## config.mk

```make
export PLATFORM = sky130hd
export DESIGN_NAME = rr_grant_arbiter
export DESIGN_NICKNAME = d
export VERILOG_FILES = /design/src/rtl/arb_pkg.sv /design/src/rtl/rr_pick.sv /design/src/rtl/rr_grant_arbiter.sv
export SDC_FILE = /design/constraint.sdc
export NUM_CORES = 1
export LEC_CHECK = 0
export BUFFER_PORTS_ARGS = -buffer_cell sky130_fd_sc_hd__buf_2
export CORE_MARGIN = 2
export CORE_UTILIZATION = 35
export CTS_CLUSTER_SIZE = 12
export DETAILED_ROUTE_END_ITERATION = 8
export GPL_ROUTABILITY_DRIVEN = 0
export SLEW_MARGIN = 20
export SYNTH_ARGS = -nofsm -noshare
export SYNTH_HDL_FRONTEND = slang
export SYNTH_SLANG_ARGS = --single-unit
```

## constraint.sdc

```tcl
create_clock -name clk -period 1.5 [get_ports clk]
set_input_delay 0.3 -clock clk [delete_from_list [all_inputs] [get_ports clk]]
set_output_delay 0.3 -clock clk [all_outputs]
set_load 0.1 [all_outputs]
```

## src/rtl/arb_pkg.sv

```systemverilog
// arb_pkg: state encoding, channel limits and width helpers shared by rr_grant_arbiter and rr_pick
package arb_pkg;
  typedef enum logic [1:0] {IDLE, GRANT, CLEAR} state_e;
  localparam int MIN_CH = 2;
  localparam int MAX_CH = 8;
  function automatic int cnt_w(input int max_val);
    return (max_val < 2) ? 1 : $clog2(max_val + 1);
  endfunction
  function automatic int idx_w(input int n);
    return (n < 3) ? 1 : $clog2(n);
  endfunction
endpackage

```

## src/rtl/rr_pick.sv

```systemverilog
// rr_pick: combinational round-robin picker; the first request above ptr (wrapping) wins
module rr_pick import arb_pkg::*; #(
  parameter int N = 2,
  localparam int IW = idx_w(N)
) (
  input  logic [N-1:0]  req,
  input  logic [IW-1:0] ptr,
  output logic [N-1:0]  onehot,
  output logic [IW-1:0] idx,
  output logic          valid
);
  // the requesting channel at the smallest circular distance from ptr+1 wins
  always_comb begin
    int best;
    best = N;
    idx = '0;
    for (int i = 0; i < N; i++)
      if (req[i] && ((i + 2 * N - 1 - int'(ptr)) % N) < best) begin
        best = (i + 2 * N - 1 - int'(ptr)) % N;
        idx = IW'(i);
      end
    valid = best < N;
    onehot = valid ? N'(1) << idx : '0;
  end
endmodule

```

## src/rtl/rr_grant_arbiter.sv

```systemverilog
// rr_grant_arbiter: round-robin grant arbiter with minimum hold and all-red gap; ARB_WAIT_MON_EN adds a sticky starvation flag
module rr_grant_arbiter import arb_pkg::*; #(
  parameter int N_CH     = 2,
  parameter int HOLD_CYC = 2,
  parameter int GAP_CYC  = 1,
  parameter int WAIT_MAX = 16,
  localparam int IW = idx_w(N_CH),
  localparam int HW = cnt_w(HOLD_CYC),
  localparam int GW = cnt_w(GAP_CYC)
) (
  input  logic            clk,
  input  logic            rst_n,
  input  logic [N_CH-1:0] req,
  output logic [N_CH-1:0] gnt,
  output logic [N_CH-1:0] red,
  output logic            busy,
  output logic [IW-1:0]   gnt_id
`ifdef ARB_WAIT_MON_EN
  ,
  output logic            err_wait
`endif
);
  if (N_CH < MIN_CH || N_CH > MAX_CH || HOLD_CYC < 1 || GAP_CYC < 1 || WAIT_MAX < 1) begin : g_bad_cfg
    $error("rr_grant_arbiter: illegal parameter set");
  end
  state_e          state_q, state_d;
  logic [N_CH-1:0] gnt_q, gnt_d, pend_q, pend_d, arb_set, pick_oh;
  logic [IW-1:0]   id_q, id_d, ptr_q, ptr_d, pick_idx;
  logic [HW-1:0]   hold_q, hold_d;
  logic [GW-1:0]   gap_q, gap_d;
  logic            pick_vld, own_req, hold_done, gap_done, take;
  assign arb_set   = pend_q | req;
  assign own_req   = |(req & gnt_q);
  assign hold_done = hold_q >= HW'(HOLD_CYC);
  assign gap_done  = gap_q >= GW'(GAP_CYC);
  rr_pick #(.N(N_CH)) u_pick (
    .req    (arb_set),
    .ptr    (ptr_q),
    .onehot (pick_oh),
    .idx    (pick_idx),
    .valid  (pick_vld)
  );
  // next state: hold the grant, clear for GAP_CYC cycles, arbitrate from IDLE or the last CLEAR cycle
  always_comb begin
    state_d = state_q;
    gnt_d = gnt_q;
    id_d = id_q;
    ptr_d = ptr_q;
    hold_d = hold_q;
    gap_d = gap_q;
    pend_d = pend_q | (req & ~gnt_q);
    take = 1'b0;
    case (state_q)
      GRANT:
        if (hold_done && (|pend_q || !own_req)) begin
          state_d = CLEAR;
          gnt_d = '0;
          hold_d = '0;
          gap_d = GW'(1);
        end else
          hold_d = hold_done ? hold_q : hold_q + HW'(1);
      CLEAR:
        if (gap_done) begin
          take = 1'b1;
          state_d = IDLE;
          gap_d = '0;
        end else
          gap_d = gap_q + GW'(1);
      default: take = 1'b1;
    endcase
    if (take && pick_vld) begin
      state_d = GRANT;
      gnt_d = pick_oh;
      id_d = pick_idx;
      ptr_d = pick_idx;
      hold_d = HW'(1);
      pend_d = pend_d & ~pick_oh;
    end
  end
  // state registers; reset drops any grant on the same edge and forgets pending requests
  always_ff @(posedge clk)
    if (!rst_n) begin
      state_q <= IDLE;
      gnt_q <= '0;
      id_q <= '0;
      ptr_q <= IW'(N_CH - 1);
      pend_q <= '0;
      hold_q <= '0;
      gap_q <= '0;
    end else begin
      state_q <= state_d;
      gnt_q <= gnt_d;
      id_q <= id_d;
      ptr_q <= ptr_d;
      pend_q <= pend_d;
      hold_q <= hold_d;
      gap_q <= gap_d;
    end
  assign gnt = gnt_q;
  assign red = ~gnt_q;
  assign busy = |gnt_q;
  assign gnt_id = id_q;
`ifdef ARB_WAIT_MON_EN
  localparam int WW = cnt_w(WAIT_MAX + 1);
  logic [N_CH-1:0][WW-1:0] wait_q, wait_d;
  logic [N_CH-1:0]         over;
  logic                    err_q, err_d;
  for (genvar c = 0; c < N_CH; c++) begin : g_wait
    assign wait_d[c] = !pend_d[c] ? '0 : over[c] ? wait_q[c] : wait_q[c] + WW'(1);
    assign over[c] = wait_q[c] > WW'(WAIT_MAX);
  end
  assign err_d = err_q | (|over);
  // per-channel pending-age counters and the sticky flag, cleared only by reset
  always_ff @(posedge clk)
    if (!rst_n) begin
      wait_q <= '0;
      err_q <= 1'b0;
    end else begin
      wait_q <= wait_d;
      err_q <= err_d;
    end
  assign err_wait = err_q;
`endif
endmodule

```

# == Yosys cells after proc, flatten, opt, wreduce, memory -nomap -nowiden ==
# Index checks and enable logic that the tools add are counted.
# op_classes
mux,21
magnitude_cmp,5
n_eq_ne,8
n_reduce_logical,20
n_addsub,4
n_bitwise,10
n_shift,1
# op_table
operator,n
2-to-1 mux 32 bit,2
< comparator 2 x 32 -> 1 bit,1
< comparator 32 x 3 -> 1 bit (second input constant),1
2-to-1 mux 2 bit,9
AND reduction 2 bit,4
OR reduction 2 bit,4
2-to-1 mux 1 bit,7
AND 2 bit,3
!= test 3 bit (second input constant),2
AND reduction 3 bit,2
nonzero test 2 bit,3
logical AND 1 bit,4
!= test 2 bit (second input constant),2
NOT 2 bit,2
OR 2 bit,2
one-hot mux 1 bit (2 select lines),2
one-hot mux 2 bit (2 select lines),1
subtractor 3 x 1 -> 4 bit (first input constant),1
< comparator 2 x 3 -> 1 bit (second input constant),1
!= test 3 x 1 -> 1 bit (second input constant),1
nonzero test 3 bit,1
subtractor 2 x 1 -> 3 bit (first input constant),1
adder 2 x 1 -> 2 bit (second input constant),1
AND 1 bit,2
other kinds (10),10
# word_totals
regBits,11
output_inout_bits,6
elab_cells,78

# == Depth between registers and ports, before layout ==
# Gate-level depths: netlist of run 1.
# depth
word_depth,13
depth_mapped,5

# == Hierarchy ==
# Synthesis of run 1 repeated with hierarchy kept, for this count alone.
# unflattened
cells_unflattened,69
hier_area_um2,634.4
# by_module_without_submodules
mod,instances,seq_area_each_um2,area_per_inst_um2,cells_each
rr_grant_arbiter,1,220.2,601.8,64
rr_pick,1,0.0,32.5,5

# == Worst setup path before layout of run 1 ==
# OpenSTA, ideal clock, no wires.
# synth_path
path_kind,register to output
startpoint,"register gnt_q[0], in the netlist gnt[0]"
endpoint,output busy
arrival_ps,2565
setup_slack_ps,-1365
path_stages_with_launch,3
t_required_ps,1200
path_cell_list,dfxtp_1 -> inv_1 -> nand2_1
# synth_via
elab_chain_len,1
# synth_lines
element,line,text
start: declaration,rr_grant_arbiter.sv:27,"logic [N_CH-1:0] gnt_q, gnt_d, pend_q, pend_d, arb_set, pick_oh;"
start signal: assignment,rr_grant_arbiter.sv:92,gnt_q <= gnt_d;
OR reduction 2 bit,rr_grant_arbiter.sv:101,assign busy = |gnt_q;
end: declaration,rr_grant_arbiter.sv:16,"output logic busy,"
# No other way between the ends.

# == Worst setup path after layout of run 1 ==
# Same ends and word-level chain as after synthesis.

==> impl_metrics.ini, run 1 <==
[global_route]
grt_pass1_wl_um = 2040
grt_use_total_pct = 13.9
antenna_found_initial = 0
grt_pass1_vias = 496
grt_max_degree = 8
grt-ovfl-total = 0

[clock_network]
clock-sinks = 11
cts-root-buf = clkbuf_4
clk_path_buf_depth = 2
htree_levels = 1
post-cts-setup-buffers = 0
cts_tree = done
cts.clk_slew.worst_paths_ns = 0.07
ctsHoldBuffers = 0
cts_buffers = 3
clock_latency_ns = 0.27
post_cts_resized = 0

[hold_path]
holdPathEnd = ptr_q$_SDFFE_PN1P_
min_path_cells = 2
worstHoldStart = rst_n
hp-class = input pin to register

[power_and_ir_drop]
switching_share_pct = 43.4
sequentialPowerShare_pct = 36.2
p_total_mw = 1.03
p_switching_mw = 0.447
power_frac_comb_pct = 43.5
p_leak_nw = 0.281
pwr-share-clk_pct = 20.3
ir_drop_v = 0.000686
power.density_nw_per_um2 = 1350
p_int_mw = 0.582

[placement]
placed_cells = 87
dpl_cell_area_um2 = 734
portBuffers = 9
hpwl_um = 895

[yosys]
synth_compound_area_share_pct = 28.0
ys.flop_type = dfxtp_1
syn_nets = 66
synthCells = 61
synth_area_um2 = 582
synthSimpleGateAreaFrac_pct = 28.8
yosysUniqueCellTypes = 30
synth_adder_area_share_pct = 2.15
async_flop_share_pct = 0
syn_area_per_cell_um2 = 9.54
yosysWarnings = 0
synth_top_family_by_area = simple AND/OR/NAND/NOR gates
synth_edf_count = 0
synthMuxAreaShare_pct = 0
ys_seq_area_share_pct = 37.8
ys_ff_latch = 11
synthXorXnorAreaFrac_pct = 0

[sta]
fin_worst_skew_ns = 0.00537
max_slew_margin_pct = 67.9
rsz0062_at_grt = false
finalHoldViolations = 0
period_needed_ns = 1.38
worst_slew_pin_slew_ns = 0.485
fmax_ghz = 0.724
drv_slew = 0
post-route-period-util_pct = 92.0
finalSetupViolations = 0

[drt]
wl_um = 1110
vias = 485
drt_drc_violations_left = 0
routedWlPerCell_um = 12.2
ant_nets = 0
avgViaCountPerCell = 5.33
firstDrtPassIters = 4
drtIter0Drc = 17

[cells_and_area]
final_cell_mix = 9 x dfxtp_1, 6 x buf_2, 5 x nand2_1
final_nets = 81
mostFrequentLayoutCell = dfxtp_1
n_antenna_cell = 0
fill_cells = 139
post-route-util_pct = 49.9
design_area_um2 = 761
syn_to_final_growth_pct = 30.8
layoutNonFillerInstCount = 91
drive_gt1_share_pct = 45.3

[outcome]
status = complete, no violations

[setup_path]
critPathKind = register to primary output
ff2ff_setup_slack_ns = 0.15
reg2reg_from = hold_q[0]$_SDFFE_PN0P_
start_kind = register
worst-path-max-fanout = 4
end_kind = primary output
cp_data_arrival_time_ns = 1.08
r2r_cells = 5
required_ns = 1.20
rr_endpoint = hold_q[0]$_SDFFE_PN0P_

[floorplanning]
dieHeight_um = 44.8
die_w_um = 44.8
initial_core_util_pct = 38.2
rows = 14
dieArea_um2 = 2000
core-area_um2 = 1520
io_pins = 10

[run]
drv_cap = 0
worst max path at each step:
stage / startpoint / end / slack, ns
after floorplan: gnt[0]$_SDFFE_PN0P_ / busy / -0.29
after global placement: req[0] / gnt[0]$_SDFFE_PN0P_ / 0.12
after detailed placement: req[0] / gnt[0]$_SDFFE_PN0P_ / 0.14
after CTS: gnt[1]$_SDFFE_PN0P_ / busy / 0.11
after global routing: pend_q[0]$_SDFF_PN0_ / gnt[0]$_SDFFE_PN0P_ / 0.05
final: gnt[0]$_SDFFE_PN0P_ / busy / 0.12
synthesized netlist by cell type, types with 2 or more instances:
cell,number,area (um2)
nand2b_1,2,12.5
nor3_1,3,15.0
a21oi_1,5,25.0
o21a_1,2,15.0
dfxtp_1,11,220
a211oi_2,2,25.0
nor3_2,2,20.0
inv_1,5,18.8
nor2_1,3,11.3
nand2_1,6,22.5
cell type report:
type                       instances  area (um2)  area share [%]
multi-input combinational         45         363            47.7
sequential                        11         228            29.9
timing repair buffer              10        97.6            12.8
clock buffer                       4        26.3            3.45
inverter                           5        26.3            3.45
tap                               16        20.0            2.63
power groups by stage:
stage               registers [mW]  clock network (mW)  logic (mW)
finish                       0.372               0.209       0.447
global route                 0.379               0.223       0.475
CTS                          0.373               0.208       0.450
detailed placement           0.379                   0       0.449
global placement             0.379                   0       0.449
floorplan                    0.444                   0       0.270
logic make-up after synthesis:
| family | Yosys count |
|---|---|
| simple gates | 25 |
| compound gates | 19 |
| flops | 11 |
| buf+inv | 5 |
| fa+ha+maj | 1 |
registers in the layout, summed over array words and instances (netlist names):
register / flops
pend_q: 2
gnt: 2
hold_q: 2
state_q: 2
ptr_q: 1
gnt_id: 1
gap_q: 1
worst max-delay path: stages (launching register included):
cell and delay [ns]:
dfxtp_4 0.37, clkinvlp_4 0.16, nand2_8 0.11, buf_12 0.17
through the flow:
step / hold slack [ns] / TNS [ns] / worst slack, ns
global placement: 0.462 / 0 / 0.122
CTS: 0.288 / 0 / 0.110
finish: 0.282 / 0 / 0.120
detailed placement: 0.469 / 0 / 0.137
global route: 0.303 / 0 / 0.0501
floorplan: 0.372 / -0.449 / -0.293
per-layer routing:
layer	GRT usage, %	up-vias	wire [um]
met3	2.40	3	43
met4	7.06	0	17
met2	20.6	7	506
met1	19.4	219	544
met5	0	-	0
li1	-	256	-
Power figures use the tool's default switching activity.
==> run 2, diff against run 1 <==
--- a/config.mk
+++ b/config.mk
@@ -6,7 +6,7 @@
 export NUM_CORES = 1
 export LEC_CHECK = 0
 export BUFFER_PORTS_ARGS = -buffer_cell sky130_fd_sc_hd__buf_2
-export CORE_MARGIN = 2
+export CORE_MARGIN = 5
 export CORE_UTILIZATION = 35
 export CTS_CLUSTER_SIZE = 12
 export DETAILED_ROUTE_END_ITERATION = 8
==> constraint.sdc (replaced) <==
create_clock -name clk -period 1.5 [get_ports clk]
set_input_delay 0.225 -clock clk [delete_from_list [all_inputs] [get_ports clk]]
set_output_delay 0.225 -clock clk [all_outputs]
set_load 0.1 [all_outputs]
==> impl_metrics.ini, run 2 (synthesis results as in run 1) <==
[outcome]
status = complete, no violations

[drt]
vias = 482
ant_nets = 0
routedWlPerCell_um = 13.3
drt_drc_violations_left = 0
wl_um = 1200
firstDrtPassIters = 4
avgViaCountPerCell = 5.36
drtIter0Drc = 4

[clock_network]
cts_buffers = 3
cts.clk_slew.worst_paths_ns = 0.07
clock-sinks = 11
cts_tree = done
cts-root-buf = clkbuf_4
clock_latency_ns = 0.27
post_cts_resized = 0
clk_path_buf_depth = 2
post-cts-setup-buffers = 0
htree_levels = 1
ctsHoldBuffers = 0

[global_route]
grt_use_total_pct = 9.93
antenna_found_initial = 0
grt_pass1_wl_um = 2020
grt_max_degree = 8
grt-ovfl-total = 0
grt_pass1_vias = 473

[sta]
drv_slew = 0
finalHoldViolations = 0
postLayoutSetupSlackWorst_ns = 0.0843
post-route-period-util_pct = 94.4
worst_slew_pin_slew_ns = 0.488
fin_worst_skew_ns = 0.00467
fmax_ghz = 0.706
fin_tns_setup_ns = 0
finalSetupViolations = 0
period_needed_ns = 1.42
rsz0062_at_grt = false
max_slew_margin_pct = 67.7

[setup_path]
cp_data_arrival_time_ns = 1.19
r2r_cells = 5
worst-path-max-fanout = 4
critPathBufInv = 2
critical-path-top-delay-family = buffers and inverters
end_kind = primary output
required_ns = 1.27
rr_endpoint = gap_q$_SDFFE_PN0P_
reg2reg_from = hold_q[0]$_SDFFE_PN0P_
crit_end = red[1]
ff2ff_setup_slack_ns = 0.15
critPathKind = register to primary output
cp.depth = 2
critical-path-max-stage-delay_ns = 0.44
crit_path_start = gnt[1]$_SDFFE_PN0P_
path_cells = clkinvlp_4 -> buf_2
start_kind = register
cp_slowest_cell = buf_2

[floorplanning]
dieArea_um2 = 2580
rows = 14
core-area_um2 = 1540
initial_core_util_pct = 37.7
io_pins = 10
die_w_um = 50.8
dieHeight_um = 50.8

[placement]
portBuffers = 9
hpwl_um = 943
dpl_cell_area_um2 = 697
dp_slack_ns = 0.154

[cells_and_area]
multi_input_area_um2 = 363
syn_to_final_growth_pct = 24.3
final_cell_mix = 9 x dfxtp_1, 8 x buf_2, 5 x nand2_1
regArea_um2 = 228
mostFrequentLayoutCell = dfxtp_1
drive_gt1_share_pct = 44.6
n_antenna_cell = 0
fill_cells = 162
design_area_um2 = 723
final_nets = 80

[power_and_ir_drop]
p_total_mw = 0.996
power.density_nw_per_um2 = 1380
ir_drop_v = 0.000626
p_leak_nw = 0.262

[run]
drv_cap = 0

[hold_path]
hp-class = input pin to register
## run 2: layer usage
| metal | GRT usage (%) | vias up | share of wire, % |
|---|---|---|---|
| li1 | - | 248 | - |
| met4 | 5.11 | 0 | 1.7 |
| met2 | 14.5 | 8 | 44 |
| met5 | 0 | - | 0 |
| met1 | 13.4 | 222 | 50 |
| met3 | 2.37 | 4 | 4.0 |
## run 2: where the power goes
| group | switching, mW | internal (mW) |
|---|---|---|
| clock network | 0.101 | 0.103 |
| registers | 0.0436 | 0.328 |
| logic | 0.295 | 0.126 |
| total | 0.440 | 0.557 |
## run 2: layout make-up
class                           instances  area share, %
Multi-Input combinational cell         45           50.2
Sequential cell                        11           31.5
Tap cell                               16           2.77
Clock buffer                            4           3.63
Timing Repair Buffer                    9           8.30
Inverter                                5           3.63
## run 2: worst min-delay path by stage
stage	start	endpoint	slack, ns	depth (start not counted)
global route	rst_n	ptr_q$_SDFFE_PN1P_	0.24	2
global placement	ptr_q$_SDFFE_PN1P_	ptr_q$_SDFFE_PN1P_	0.47	2
finish	rst_n	ptr_q$_SDFFE_PN1P_	0.22	2
detailed placement	gnt_id$_SDFFE_PN0P_	gnt_id$_SDFFE_PN0P_	0.46	2
floorplan	rst_n	ptr_q$_SDFFE_PN1P_	0.30	1
CTS	rst_n	ptr_q$_SDFFE_PN1P_	0.22	2
## run 2: per-stage QoR
step / util [%] / hold slack (ns) / std cells
after global routing: 46.9 / 0.235 / 90
after CTS: 46.9 / 0.222 / 90
after global placement: 45.2 / 0.471 / 86
after floorplan: - / 0.297 / 61
after detailed placement: 45.2 / 0.459 / 86
final: 46.9 / 0.224 / 90
==> run 3, diff against run 2 <==
==> constraint.sdc (replaced) <==
create_clock -name clk -period 1.4 [get_ports clk]
set_input_delay 0.21 -clock clk [delete_from_list [all_inputs] [get_ports clk]]
set_output_delay 0.21 -clock clk [all_outputs]
set_load 0.1 [all_outputs]
==> impl_metrics.ini, run 3 (synthesis results as in run 1) <==
[floorplanning]
dieArea_um2 = 2580
die_w_um = 50.8
rows = 14
core-area_um2 = 1540
io_pins = 10
initial_core_util_pct = 37.7
dieHeight_um = 50.8

[clock_network]
cts_buffers = 3
clk_path_buf_depth = 2
clock-sinks = 11
cts.clk_slew.worst_paths_ns = 0.07
cts_tree = done
cts-root-buf = clkbuf_4
clock_latency_ns = 0.27
htree_levels = 1
ctsHoldBuffers = 0

[sta]
post-route-period-util_pct = 95.9
finalSetupViolations = 0
drv_slew = 0
finalHoldViolations = 0
fmax_ghz = 0.745
fin_worst_skew_ns = 0.00249
worst_slew_pin_slew_ns = 0.487
whs_ns = 0.186
max_slew_margin_pct = 67.8
rsz0062_at_grt = true
period_needed_ns = 1.34

[power_and_ir_drop]
p_leak_nw = 0.283
p_total_mw = 1.10
ir_drop_v = 0.000730
power.density_nw_per_um2 = 1440

[setup_path]
cp_data_arrival_time_ns = 1.51
worst-path-max-fanout = 3
rr_endpoint = gap_q$_SDFFE_PN0P_
r2r_cells = 5
critPathKind = register to register
reg2reg_from = hold_q[0]$_SDFFE_PN0P_
start_kind = register
end_kind = register
ff2ff_setup_slack_ns = 0.06
required_ns = 1.56

[global_route]
grt_use_total_pct = 9.81
antenna_found_initial = 0
grt-ovfl-total = 0
grt_max_degree = 8
grt_pass1_wl_um = 1990
grt_pass1_vias = 503

[drt]
wl_um = 1130
firstDrtPassIters = 4
routedWlPerCell_um = 12.4
drtIter0Drc = 10
avgViaCountPerCell = 5.34
drt_drc_violations_left = 0
vias = 486
ant_nets = 0

[placement]
portBuffers = 9
hpwl_um = 889
dpl_cell_area_um2 = 727

[cells_and_area]
n_antenna_cell = 0
design_area_um2 = 763
multi_input_area_um2 = 363
mostFrequentLayoutCell = dfxtp_1
fill_cells = 143
drive_gt1_share_pct = 48.0
final_nets = 81
syn_to_final_growth_pct = 31.2
regArea_um2 = 230
final_cell_mix = 7 x dfxtp_1, 6 x buf_2, 5 x nand2_1

[outcome]
status = complete, no violations

[hold_path]
holdPathEnd = ptr_q$_SDFFE_PN1P_
hp-class = input pin to register
worstHoldStart = rst_n
min_path_cells = 2

[run]
drv_cap = 0
[run 3: timing repair]
action                     4_1_cts  5_1_grt
setup endpoints to repair        0        3
setup buffers                    0        1
gates resized for setup          0        2
[run 3: critical path, stage by stage, from the launching register on]
cell,delay (ns)
dfxtp_1,0.38
inv_1,0.06
ha_1,0.22
nor2_1,0.20
nor2_2,0.09
o31a_1,0.28
[run 3: final cells by class]
cell class	count	share of cell area [%]
clock buffer	4	3.44
inverter	5	3.44
multi-input combinational	45	47.5
sequential	11	30.2
tap	16	2.62
timing repair buffer	10	12.8
[run 3: how the worst max path moves through the flow]
stage / from / endpoint / slack, ns
after floorplan: gnt[0]$_SDFFE_PN0P_ / busy / -0.30
after global placement: hold_q[0]$_SDFFE_PN0P_ / gap_q$_SDFFE_PN0P_ / 0.07
after detailed placement: hold_q[0]$_SDFFE_PN0P_ / gap_q$_SDFFE_PN0P_ / 0.07
after CTS: hold_q[0]$_SDFFE_PN0P_ / gap_q$_SDFFE_PN0P_ / 0.05
after global routing: hold_q[0]$_SDFFE_PN0P_ / gap_q$_SDFFE_PN0P_ / -0.03
final: hold_q[0]$_SDFFE_PN0P_ / gap_q$_SDFFE_PN0P_ / 0.06
[run 3: where the power goes]
part           internal [mW]  leakage [nW]  switching (mW)
Sequential             0.353        0.0927          0.0456
Combinational          0.163         0.175           0.320
Clock                  0.111        0.0150           0.106
[run 3: per-layer routing]
metal	wire (um)	GRT usage (%)	share of wire (%)
met5	0	0	0
met4	37	5.11	3.3
met3	33	2.66	2.9
met2	519	15.7	46
met1	537	11.8	48
[run 3: metrics by stage]
step | setup TNS (ns) | utilization [%] | instances | setup WS (ns)
4_1_cts | 0 | 48.9 | 90 | 0.0545
5_1_grt | -0.0598 | 49.5 | 91 | -0.0329
3_3_place_gp | 0 | 47.2 | 86 | 0.0717
6_report | 0 | 49.5 | 91 | 0.0578
2_1_floorplan | -0.711 | - | 61 | -0.303
3_5_place_dp | 0 | 47.2 | 86 | 0.0655
